### src/rtl/wb_regfile.sv
// Writeback stage register file: 16x16 registers with R0 hardwired to zero, two combinational
// read ports, writeback source mux and a retire counter. Define WB_REGFILE_BYPASS_EN for write-to-read bypass.
module wb_regfile (
  input  logic        clk,
  input  logic        rst_n,
  input  logic [15:0] wb_alu_result,
  input  logic [15:0] wb_read_data,
  input  logic [3:0]  wb_rd,
  input  logic        wb_reg_write,
  input  logic        wb_mem_to_reg,
  input  logic [3:0]  rs1_addr,
  input  logic [3:0]  rs2_addr,
  output logic [15:0] rs1_data,
  output logic [15:0] rs2_data,
  output logic [15:0] wb_data,
  input  logic        retire_clr,
  output logic [15:0] retire_count
);

  logic [15:0][15:0] reg_q;
  logic [1:0][3:0]   rd_addr;
  logic [1:0][15:0]  rd_data;
  logic [15:0]       retire_count_reg;
  logic [15:0]       retire_count_next;

  assign wb_data = wb_mem_to_reg ? wb_read_data : wb_alu_result;

  // Entry 0 never gets a write enable, so it stays at its reset value of zero.
  genvar gi;
  generate
    for (gi = 0; gi < 16; gi++) begin : g_reg
      logic [15:0] r_reg;
      logic        we;
      assign we = wb_reg_write && (wb_rd == 4'(gi)) && (gi != 0);
      always_ff @(posedge clk or negedge rst_n) begin
        if (!rst_n) begin
          r_reg <= '0;
        end else if (we) begin
          r_reg <= wb_data;
        end
      end
      assign reg_q[gi] = r_reg;
    end
  endgenerate

  assign rd_addr  = {rs2_addr, rs1_addr};
  assign rs1_data = rd_data[0];
  assign rs2_data = rd_data[1];

  generate
    for (gi = 0; gi < 2; gi++) begin : g_read
      always_comb begin
        rd_data[gi] = (rd_addr[gi] == 4'd0) ? 16'h0000 : reg_q[rd_addr[gi]];
`ifdef WB_REGFILE_BYPASS_EN
        // Bypass is gated by rst_n so every read returns zero while reset is held.
        if (rst_n && wb_reg_write && (wb_rd == rd_addr[gi]) && (wb_rd != 4'd0)) begin
          rd_data[gi] = wb_data;
        end
`endif
      end
    end
  endgenerate

  always_comb begin
    retire_count_next = retire_count_reg;
    if (retire_clr) begin
      retire_count_next = 16'h0000;
    end else if (wb_reg_write) begin
      retire_count_next = retire_count_reg + 16'd1;
    end
  end

  always_ff @(posedge clk or negedge rst_n) begin
    if (!rst_n) begin
      retire_count_reg <= '0;
    end else begin
      retire_count_reg <= retire_count_next;
    end
  end

  assign retire_count = retire_count_reg;

endmodule

### config.mk
export PLATFORM = sky130hd
export DESIGN_NAME = wb_regfile
export DESIGN_NICKNAME = d
export VERILOG_FILES = /design/src/rtl/wb_regfile.sv
export SDC_FILE = /design/constraint.sdc
export NUM_CORES = 1
export LEC_CHECK = 0
export CAP_MARGIN = 20
export CORE_AREA = 2 2 216 218
export DETAILED_ROUTE_END_ITERATION = 8
export DIE_AREA = 0 0 218 220
export GPL_TIMING_DRIVEN = 0
export PLACE_DENSITY = 0.59
export SLEW_MARGIN = 20
export SYNTH_ARGS = -nofsm -noshare
export SYNTH_HDL_FRONTEND = slang
export SYNTH_SLANG_ARGS = --single-unit
### constraint.sdc
create_clock -name clk -period 2.4 [get_ports clk]
set_clock_uncertainty 0.15 [all_clocks]
set_input_delay 0.48 -clock clk [delete_from_list [all_inputs] [get_ports clk]]
set_output_delay 0.48 -clock clk [all_outputs]
set_load 0.02 [all_outputs]
==> impl_metrics.yaml <==
status:
  status: "finished, violations left"
  violations: "setup timing"
synth:
  syn-num-nets: 1370
  yosys.area_share.simple_pct: 11.4
  yosys_warnings: 0
  ys_ff_latch: 256
  syn-instance-count: 1320
  synth_top_family_by_area: "multiplexers"
  syn_area_mm2: 0.0136
  synth_compound_area_share_pct: 15.2
  async_reset_ff_share_pct: 100
  synth_top_area_cell: "dfrtp_1"
  post_synth_num_cell_types: 46
  seq_area_frac_synth_pct: 47.1
  synth_edf_count: 0
  synth_top_area_share_pct: 47.1
  synth.area.top_cells: "dfrtp_1 (47%), mux4_2 (11%), a21oi_1 (6.8%)"
  post_synth.cell_area_avg_um2: 10.3
  synthAdderAreaFrac_pct: 0.0919
  synth_ff_type: "dfrtp_1"
  synth_mux_area_share_pct: 20.6
  synth-xor-area-share_pct: 0.579
hold_path:
  hold_class: "primary input to register"
worst_setup_path:
  crit_top_cell: "nand2_1"
  start_kind: "register"
  cp_max_fo: 3
  crit_type: "register to output port"
  crit_path_max_incr_delay_ps: 530
  crit_required_ps: 1770
  critPathArrivalTime_ps: 2200
  end_kind: "output port"
  crit_slowest_cell: "mux4_2"
  path_cells: "mux4_2, nand2_1, nand2_1, a221o_1, buf_6"
placement:
  port_buffers: 106
  hpwlAfterDp_mm: 35.8
  gp_congestion: 0.958
  place_ws_ps: -1610
  dp.cells: 2035
  dpl-instance-area_mm2: 0.0155
sta:
  min_period_over_period_pct: 118
  slew_violations: 0
  min_period_ps: 2830
  relSlewSlack_pct: 51.9
  finalHoldViolCount: 0
  report.final.setup_viol: 32
  setup_ws_ps: -432
  worstMarginPinSlew_ps: 721
  max_freq_mhz: 353
  rsz0062_at_grt: "true"
layout:
  final_cell_count_no_fill: 2141
  area_growth_syn_to_layout_pct: 32.0
  utilization_pct: 39.2
  drive_gt1_share_pct: 25.0
  nets: 1565
  fillers: 4460
  final_area_mm2: 0.0180
  largest_reg_flops: 240
  diodes: 0
clock_tree:
  cts_tree: "built"
  htreeDepth: 1
  clock_latency_ps: 550
  cts-buffers-inserted: 26
  path_clk_slew_ps: 60
  cts-root-buf: "clkbuf_16"
  clock-sinks: 256
  cts_buffer_depth: 3
drt:
  drt_wl_total_mm: 48.5
  wl_per_cell_um: 22.6
  ant_nets: 0
  first_pass_iters: 5
  via_count: 11502
  initialDrtViolationCount: 878
  via_per_inst: 5.37
  drc: 0
die:
  fp.dieH_um: 220
  core_mm2: 0.0459
  start_util_pct: 29.7
  pin_count: 113
  rows: 79
  die_w_um: 218
  fp.dieArea_mm2: 0.0480
global_routing:
  grt_util_met2_pct: 34.3
  grt.total_usage_pct: 20.1
  grt-ovfl-total: 0
  antenna_found_initial: 0
  grtUsageMet1_pct: 24.8
  met3_usage_pct: 2.14
  grt_pass1_vias: 11857
  grt_max_degree: 98
  grt_pass1_wl_mm: 72.8
  top_usage_layer: "met2"
pwr:
  power_density_mw_per_mm2: 822
  max-vdd-ir-drop_mv: 0.456
  p_total_mw: 14.8
  p_leak_nw: 7.52
job:
  cap_violations: 0
cell usage in the layout, fill, tap and decap left out, types with 5 or more instances in the layout:
cell type	count
dfrtp_1	256
nor2_1	198
a21oi_1	176
nand2_1	101
o21ai_1	83
buf_4	71
mux2i_1	68
mux4_2	64
clkbuf_1	55
clkdlybuf4s50_1	52
buf_6	42
clkbuf_16	27
inv_1	22
mux2_2	22
mux2i_4	18
nor2b_1	15
dlygate4sd2_1	15
clkbuf_8	14
o22ai_1	14
mux2_1	12
a2111oi_2	11
buf_12	10
buf_8	10
a21oi_2	10
a22o_1	9
a221o_1	9
and3b_1	8
a211o_1	8
o221ai_2	8
buf_2	7
a221oi_2	7
mux2i_2	7
a32oi_1	6
buf_16	6
xnor2_1	6
clkbuf_2	5
nand3_1	5
or3_1	5
Yosys cell counts (9+ instances only):
master,number
dfrtp_1,256
nor2_1,200
a21oi_1,186
nand2_1,104
mux2i_1,93
o21ai_1,87
clkbuf_1,67
mux4_2,64
buf_2,35
mux2_2,25
inv_1,22
nor2b_1,16
a2111oi_0,15
o22ai_1,15
mux2_1,13
a221o_1,9
a22o_1,9
o221ai_1,9
timing repair:
action,4_1_cts,5_1_grt
pin swaps,43,24
hold buffers,1,0
setup buffers,38,17
resized for setup,430,35
endpoints found under the hold margin,82,0
endpoints found under the setup margin,48,38
gates cloned,4,0
layer usage:
| metal | part of all wire (%) | up-vias |
|---|---|---|
| li1 | - | 5158 |
| met1 | 41 | 5800 |
| met2 | 49 | 405 |
| met3 | 4.9 | 139 |
| met4 | 5.7 | 0 |
| met5 | 0 | - |
path summary, 6_finish.rpt:
path / startpoint / end / slack [ps] / cells after the start
min in group asynchronous: rst_n / retire_count[14] / 330 / 2
min: wb_reg_write / retire_count[1] / 130 / 3
max reg2reg: retire_count[7] / retire_count[15] / 430 / 4
min reg2reg: g_reg[1].r_reg[10] / g_reg[1].r_reg[10] / 360 / 2
max in group asynchronous: rst_n / g_reg[8].r_reg[5] / 860 / 3
max: g_reg[7].r_reg[13] / rs2_data[13] / -430 / 5
through the flow:
| stage | TNS [ps] | hold WS [ps] |
|---|---|---|
| after floorplan | 0 | 34.4 |
| after global placement | -2735300 | 332 |
| after detailed placement | -120750 | 346 |
| after CTS | -8100 | 113 |
| after global routing | -9220 | 144 |
| final | -8140 | 126 |
where the power goes:
part / switching (mW) / internal [mW]
logic: 2.10 / 2.07
clock network: 1.80 / 2.69
registers: 0.831 / 5.27
total: 4.74 / 10.0
logic make-up (layout without fill, tap and decap cells):
kind of cell,count (synthesis),after routing
AO/OA/AOI/OAI,358,358
XOR/XNOR,9,9
flip-flops,256,256
buffers and inverters,140,354
AND/OR/NAND/NOR,361,361
multiplexers,195,195
adder cells (fa/ha/maj),1,1
cell type report:
cell class	count	area (µm²)	share of cell area, %
multi-input combinational	924	7150	39.8
sequential	256	6410	35.7
timing repair buffer	168	1650	9.19
buffer	117	973	5.42
clock buffer	38	787	4.38
tap	607	759	4.23
clock inverter	9	153	0.850
inverter	22	82.6	0.460
worst max-delay path, delay by kind of cell (launching register included):
kind | cells | cell delay, ps
DFF | 1 | 410
AOI/OAI and AO/OA | 1 | 390
buffers and inverters | 1 | 170
and+or+nand+nor | 2 | 150
muxes | 1 | 530
No activity file was read; power rests on OpenSTA's default activity.
